$ cat config.mk
export PLATFORM = sky130hd
export DESIGN_NAME = mem_port_arbiter
export DESIGN_NICKNAME = d
export VERILOG_FILES = /design/src/rtl/mem_port_arbiter.sv
export SDC_FILE = /design/constraint.sdc
export NUM_CORES = 1
export LEC_CHECK = 0
export ABC_AREA = 0
export CAP_MARGIN = 40
export CORE_MARGIN = 2
export CORE_UTILIZATION = 38
export DETAILED_ROUTE_END_ITERATION = 10
export PLACE_DENSITY = 0.8
export SYNTH_ARGS = -nofsm -noshare
export SYNTH_HDL_FRONTEND = slang
export SYNTH_SLANG_ARGS = --single-unit
$ cat constraint.sdc
create_clock -name clk -period 2.35 [get_ports clk]
set_clock_uncertainty 0.15 [all_clocks]
set_input_delay 0.47 -clock clk [delete_from_list [all_inputs] [get_ports clk]]
set_output_delay 0.47 -clock clk [all_outputs]
set_load 0.02 [all_outputs]
$ cat src/rtl/mem_port_arbiter.sv
// mem_port_arbiter: shares the RAM data port between the CPU (r0) and the
// debug/loader (r1). Round-robin grant, alignment check, load timeout, and a
// stall to the PC unit while any request is pending or an access is in flight.
module mem_port_arbiter #(
   parameter int unsigned TIMEOUT   = 8,
   parameter int unsigned ST_CYCLES = 2
) (
   input  logic        clk,
   input  logic        reset,
   input  logic        r0_req,
   input  logic        r0_we,
   input  logic [31:0] r0_adr,
   input  logic [31:0] r0_wdata,
   input  logic [1:0]  r0_mode,
   output logic        r0_ack,
   output logic        r0_err,
   output logic [31:0] r0_rdata,
   input  logic        r1_req,
   input  logic        r1_we,
   input  logic [31:0] r1_adr,
   input  logic [31:0] r1_wdata,
   input  logic [1:0]  r1_mode,
   output logic        r1_ack,
   output logic        r1_err,
   output logic [31:0] r1_rdata,
   output logic        mem_en,
   output logic        mem_we,
   output logic [31:0] mem_adr,
   output logic [31:0] mem_wdata,
   output logic [1:0]  mem_mode,
   input  logic [31:0] mem_rdata,
   input  logic        mem_avail,
   output logic        stall
);

   localparam int unsigned CNT_W = (TIMEOUT > ST_CYCLES) ? $clog2(TIMEOUT) + 1
                                                         : $clog2(ST_CYCLES) + 1;

   typedef enum logic [2:0] {IDLE, ISSUE, LD_WAIT, ST_WAIT, DONE} stateT;

   stateT             state, stateNext;
   logic [CNT_W-1:0]  cnt, cntNext;
   logic              lastGrant, lastGrantNext;
   logic              id, idNext;
   logic              weNext;
   logic [31:0]       adrNext, wdataNext;
   logic [1:0]        modeNext;
   logic              errNext;
   logic [31:0]       rdataNext;
   logic              grantId;
   logic              selWe;
   logic [31:0]       selAdr, selWdata;
   logic [1:0]        selMode;
   logic              selIllegal;
   logic              doneNext;

   // Stall the core whenever the port is wanted or busy.
   assign stall = r0_req | r1_req | (state != IDLE);

   // Next-state, latch updates and completion status.
   always_comb begin
      stateNext     = state;
      cntNext       = cnt;
      lastGrantNext = lastGrant;
      idNext        = id;
      weNext        = mem_we;
      adrNext       = mem_adr;
      wdataNext     = mem_wdata;
      modeNext      = mem_mode;
      errNext       = 1'b0;
      rdataNext     = 32'h0;
      grantId       = (r0_req && r1_req) ? ~lastGrant : r1_req;
      selWe         = grantId ? r1_we    : r0_we;
      selAdr        = grantId ? r1_adr   : r0_adr;
      selWdata      = grantId ? r1_wdata : r0_wdata;
      selMode       = grantId ? r1_mode  : r0_mode;
      selIllegal    = (selMode == 2'd3) ||
                      ((selMode == 2'd0) && (selAdr[1:0] != 2'b00)) ||
                      ((selMode == 2'd1) && selAdr[0]);
      case (state)
         IDLE: begin
            if (r0_req || r1_req) begin
               idNext        = grantId;
               lastGrantNext = grantId;
               weNext        = selWe;
               adrNext       = selAdr;
               wdataNext     = selWdata;
               modeNext      = selMode;
               if (selIllegal) begin
                  errNext   = 1'b1;
                  stateNext = DONE;
               end else begin
                  stateNext = ISSUE;
               end
            end
         end
         ISSUE: begin
            cntNext   = '0;
            stateNext = mem_we ? ST_WAIT : LD_WAIT;
         end
         LD_WAIT: begin
            if (mem_avail) begin
               rdataNext = mem_rdata;
               stateNext = DONE;
            end else if (cnt == CNT_W'(TIMEOUT - 1)) begin
               errNext   = 1'b1;
               stateNext = DONE;
            end else begin
               cntNext = cnt + CNT_W'(1);
            end
         end
         ST_WAIT: begin
            if (cnt == CNT_W'(ST_CYCLES - 1)) begin
               stateNext = DONE;
            end else begin
               cntNext = cnt + CNT_W'(1);
            end
         end
         DONE:    stateNext = IDLE;
         default: stateNext = IDLE;
      endcase
      doneNext = (stateNext == DONE);
   end

   // State, latched access fields and registered outputs.
   always_ff @(posedge clk) begin
      if (reset) begin
         state     <= IDLE;
         cnt       <= '0;
         lastGrant <= 1'b1;
         id        <= 1'b0;
         mem_en    <= 1'b0;
         mem_we    <= 1'b0;
         mem_adr   <= 32'h0;
         mem_wdata <= 32'h0;
         mem_mode  <= 2'd0;
         r0_ack    <= 1'b0;
         r0_err    <= 1'b0;
         r0_rdata  <= 32'h0;
         r1_ack    <= 1'b0;
         r1_err    <= 1'b0;
         r1_rdata  <= 32'h0;
      end else begin
         state     <= stateNext;
         cnt       <= cntNext;
         lastGrant <= lastGrantNext;
         id        <= idNext;
         mem_en    <= (stateNext == ISSUE);
         mem_we    <= weNext;
         mem_adr   <= adrNext;
         mem_wdata <= wdataNext;
         mem_mode  <= modeNext;
         r0_ack    <= doneNext && !idNext;
         r0_err    <= doneNext && !idNext && errNext;
         r0_rdata  <= (doneNext && !idNext) ? rdataNext : 32'h0;
         r1_ack    <= doneNext && idNext;
         r1_err    <= doneNext && idNext && errNext;
         r1_rdata  <= (doneNext && idNext) ? rdataNext : 32'h0;
      end
   end

endmodule
### After elaboration in Yosys (flattened, before gate mapping)

Index checks and enable logic that the tools add are counted.

| word-level totals | value |
|---|---|
| register bits after elaboration | 145 |
| input port bits | 171 |
| output and inout port bits | 137 |
| logic and storage cells | 78 |

| cells by class | value |
|---|---|
| add/sub/neg operators | 1 |
| equal/unequal tests | 12 |
| mux-type cells | 25 |
| bitwise logic cells | 5 |
| reduce and logical (&&, ||, !) cells | 20 |

Operators with widths:

| cell | count |
|---|---|
| $mux 32 | 4 |
| $mux 3 | 5 |
| $mux 4 | 3 |
| $pmux 3 s4 | 1 |
| $pmux 4 s3 | 1 |
| $mux 1 | 9 |
| $logic_and 1x1->1 | 7 |
| $eq 3x1->1 const B | 2 |
| $eq 3x2->1 const B | 2 |
| $ne 2x2->1 const B | 3 |
| $reduce_bool 3->1 | 2 |
| $add 4x1->4 const B | 1 |
| $eq 4x1->1 const B | 1 |
| $eq 4x3->1 const B | 1 |
| $reduce_and 4->1 | 1 |
| $reduce_or 2->1 | 2 |
| $eq 3x3->1 const B | 1 |
| $logic_not 3->1 | 1 |
| $logic_or 1x1->1 | 3 |
| $not 1->1 | 3 |
| $eq 2x1->1 const B | 1 |
| $eq 2x2->1 const B | 1 |
| $logic_not 2->1 | 1 |
| $mux 2 | 1 |
| other kinds (5) | 6 |

### Depth between registers and ports, before layout

| depth | value |
|---|---|
| depth in word-level cells | 14 |
| gate-level depth with buffers | 7 |
| gate-level depth less buffers | 6 |

### Least setup slack after synthesis

OpenSTA, ideal clock, no wires.

| path | value |
|---|---|
| path kind | input-to-reg |
| from | input r1_req |
| to | register r1_rdata[11] |
| setup time | 0.129 ns |
| arrival time | 1.702 ns |
| data required time | 2.071 ns |
| slack | 0.370 ns |
| cell stages on the path | 6 |
| path buffers | 2 |
| path through | a21boi_1 > buf_2 > mux2_2 > o21ai_1 > clkbuf_1 > nor3_1 |

| between the ends | value |
|---|---|
| longest elaborated chain between the ends | 14 |

RTL lines:

| what | line | RTL |
|---|---|---|
| start: declaration | 18 | `input logic r1_req,` |
| $logic_and 1x1->1 | 72 | `grantId = (r0_req && r1_req) ? ~lastGrant : r1_req;` |
| $mux 1 | 72 |  |
| $mux 2 or $mux 32 (tied branches) | 76, 74 |  |
| $logic_not 2->1 or $reduce_bool 2->1 (tied branches) | 78 | `((selMode == 2'd0) && (selAdr[1:0] != 2'b00)) \|\|` |
| $logic_and 1x1->1 | 78 |  |
| $logic_or 1x1->1 | 77 | `selIllegal = (selMode == 2'd3) \|\|` |
| $logic_or 1x1->1 | 78 |  |
| $mux 3 | 89 | `if (selIllegal) begin` |
| $mux 3 | 82 | `if (r0_req \|\| r1_req) begin` |
| $pmux 3 s4 | 80 | `case (state)` |
| $eq 3x3->1 | 122 | `doneNext = (stateNext == DONE);` |
| $logic_and 1x1->1 (*) | 158 | `r1_rdata <= (doneNext && idNext) ? rdataNext : 32'h0;` |
| $not 1->1 (no line) (*) | n/a |  |
| $reduce_or 2->1 (no line) (*) | n/a |  |
| end signal: assignment | 158 |  |
| end: declaration | 25 | `output logic [31:0] r1_rdata,` |

Every way passes the cells marked *; elsewhere a longest branch is shown, timed or not.
A chain may end at the register's enable or synchronous reset.

### Final worst setup path

| path | value |
|---|---|
| from | input r1_req |
| to | output stall |

| between the ends | value |
|---|---|
| longest elaborated chain between the ends | 2 |

RTL lines:

| what | line | RTL |
|---|---|---|
| $or 1x1->1 (2 in a row) | 58 | `assign stall = r0_req \| r1_req \| (state != IDLE);` |
| end: declaration | 33 | `output logic stall` |

No other way between the ends.

==> qor.yml <==
grt-ovfl-total: 0
cts.clk_slew.worst_paths_ps: 60
drc_errors: 0
synth.distinct_cells: 35
fill_cells: 1097
drt_iter0_markers: 188
layout.nets: 1030
final_common_cell: "clkdlybuf4s50_1"
max_freq_mhz: 471
ys_dominant_reg_cell: "dfxtp_1"
hpwl_um: 12600
dr.pass1.iters: 4
grt_pass1_vias: 4808
arrival_ps: 1500
start_kind: "input pin"
antenna_found_initial: 0
worst_slew_pin_slew_ps: 657
syn-num-nets: 729
rsz0062_at_grt: "false"
htree_levels: 4
cp-end-kind: "output port"
core_area_um2: 13900
ioPinCount: 308
ys_seq_elements: 145
die_area_um2: 15100
route.vias.total: 5117
period_minus_slack_ps: 2120
io_buffer_count: 307
drive_gt1_share_pct: 7.01
syn_area_um2: 5380
ys_seq_area_share_pct: 53.9
tns_ps: 0
yosysWarnings: 0
grt_max_degree: 61
finalSetupViolations: 0
powerDensity_nw_per_um2: 817
async_flop_share_pct: 0
via_per_inst: 4.87
diodes: 0
synth_edf_count: 0
most-common-layout-cells: "clkdlybuf4s50_1 (305), dfxtp_1 (145), nor2_1 (105)"
drt-total-wl_um: 16800
grt_usage_pct: 21.7
syn_area_per_cell_um2: 9.68
multi_input_area_um2: 2270
path_class: "in2out"
cts_buffers: 17
syn_to_final_growth_pct: 73.7
die_h_um: 123
cts_tree: "yes"
critPathMaxFanout: 3
vdd_drop_max_v: 0.000543
maxSlewHeadroom_pct: 56.2
place_inst: 1018
dieWidth_um: 123
final_core_util_pct: 67.4
regArea_um2: 2900
finalCritPeriodShare_pct: 90.3
critPathRequiredTime_ps: 1730
rr_startpoint: "state[2]$_SDFF_PP0_"
drt.antenna.violating_nets: 0
wl_per_cell_um: 16.0
grt_pass1_wl_um: 24900
power.total_w: 0.00764
cts_sinks: 145
hold_viol_final: 0
synthCells: 556
clk_latency_ps: 410
num_rows: 43
clk_path_buf_depth: 2
holdCritPathClass: "in2reg"
clockRootBuffer: "clkbuf_16"
startpoint: "r1_req"
hold_buffers: 0
drv_cap: 0
gp_congestion: 0.763
fin_cells: 1050
hold_path.startpoint: "reset"
power.leakage_nw: 3.51
initial_utilization_pct: 38.8
outcome: "finished, final reports clean"
slew_viol_final: 0
[cells by family after synthesis]
kind of cell,Yosys count,share of synthesized area (%)
and+or+nand+nor,199,16.0
DFF,145,53.9
AOI/OAI and AO/OA,92,12.5
muxes,67,12.5
buffers and inverters,50,4.53
adders and majority gates,2,0.465
xor gates and xnor gates,1,0.163
[where the power goes]
group	total [W]	switching, W	internal, W
registers	0.00284	0.000132	0.00271
clock network	0.00273	0.00108	0.00165
logic	0.00207	0.00105	0.00103
total	0.00764	0.00226	0.00538
[worst paths after layout]
kind,slack (ps),depth (start not counted),to
min reg2reg,340,2,cnt[1]$_SDFFE_PP0P_
max reg2reg,320,6,cnt[2]$_SDFFE_PP0P_
min,310,3,mem_we$_SDFFE_PP0P_
max,230,4,stall
[through the flow]
step / instance area, µm² / hold slack, ps / setup WS, ps
after CTS: 9350 / 292 / 216
after global placement: 8740 / 328 / -35.9
after global routing: 9350 / 315 / 161
after floorplan: 5380 / 286 / 370
after detailed placement: 8740 / 337 / -130
final: 9350 / 308 / 227
[critical path, cell delays in order]
cell	delay (ps)
clkdlybuf4s50_1	460
nor2_2	190
nand2_1	60
dlygate4sd2_1	320
[registers in the layout (all words and copies together), names as in the netlist]
| signal | count |
|---|---|
| mem_mode | 2 |
| mem_wdata | 32 |
| r1_ack | 1 |
| cnt | 4 |
| r0_rdata | 32 |
| r0_ack | 1 |
| lastGrant | 1 |
| id | 1 |
| mem_we | 1 |
| mem_en | 1 |
| r0_err | 1 |
| r1_rdata | 32 |
| r1_err | 1 |
| mem_adr | 32 |
| state | 3 |
[final cells by class]
cell class / instances / area share (%)
clock buffers: 20 / 4.88
flip-flops and latches: 145 / 31.0
well taps: 180 / 2.41
clock inverters: 12 / 1.59
inverters: 4 / 0.161
repair buffers: 328 / 35.7
multi-input cells: 361 / 24.2
[cell usage after synthesis (3+ instances only)]
| library cell | instances | area [µm²] |
|---|---|---|
| dfxtp_1 | 145 | 2900 |
| nor2_1 | 106 | 398 |
| a211oi_1 | 68 | 510 |
| mux2i_1 | 66 | 661 |
| nand2_1 | 36 | 135 |
| nor3_1 | 35 | 175 |
| buf_2 | 27 | 135 |
| clkbuf_1 | 16 | 60.1 |
| a21oi_1 | 7 | 35.0 |
| nor2b_1 | 5 | 31.3 |
| o21ai_0 | 5 | 25.0 |
| inv_1 | 4 | 15.0 |
| nand2b_1 | 4 | 25.0 |
| buf_6 | 3 | 33.8 |
| nand3b_1 | 3 | 22.5 |
| or3_1 | 3 | 18.8 |
[metal layers]
metal  vias to the layer above  GRT usage [%]  wire (µm)
met3                        25           10.8       1920
met2                       219           37.2       8250
li1                       2555              -          -
met5                         -              0          0
met4                         0           7.53        308
met1                      2318           23.0       6310
[timing repair]
item / CTS / global route
setup buffers: 0 / 0
setup endpoints to repair: 1 / 0
resized for setup: 3 / 0
endpoints found under the hold margin: 0 / 0
Note: power is estimated with default switching activity, not from simulation.
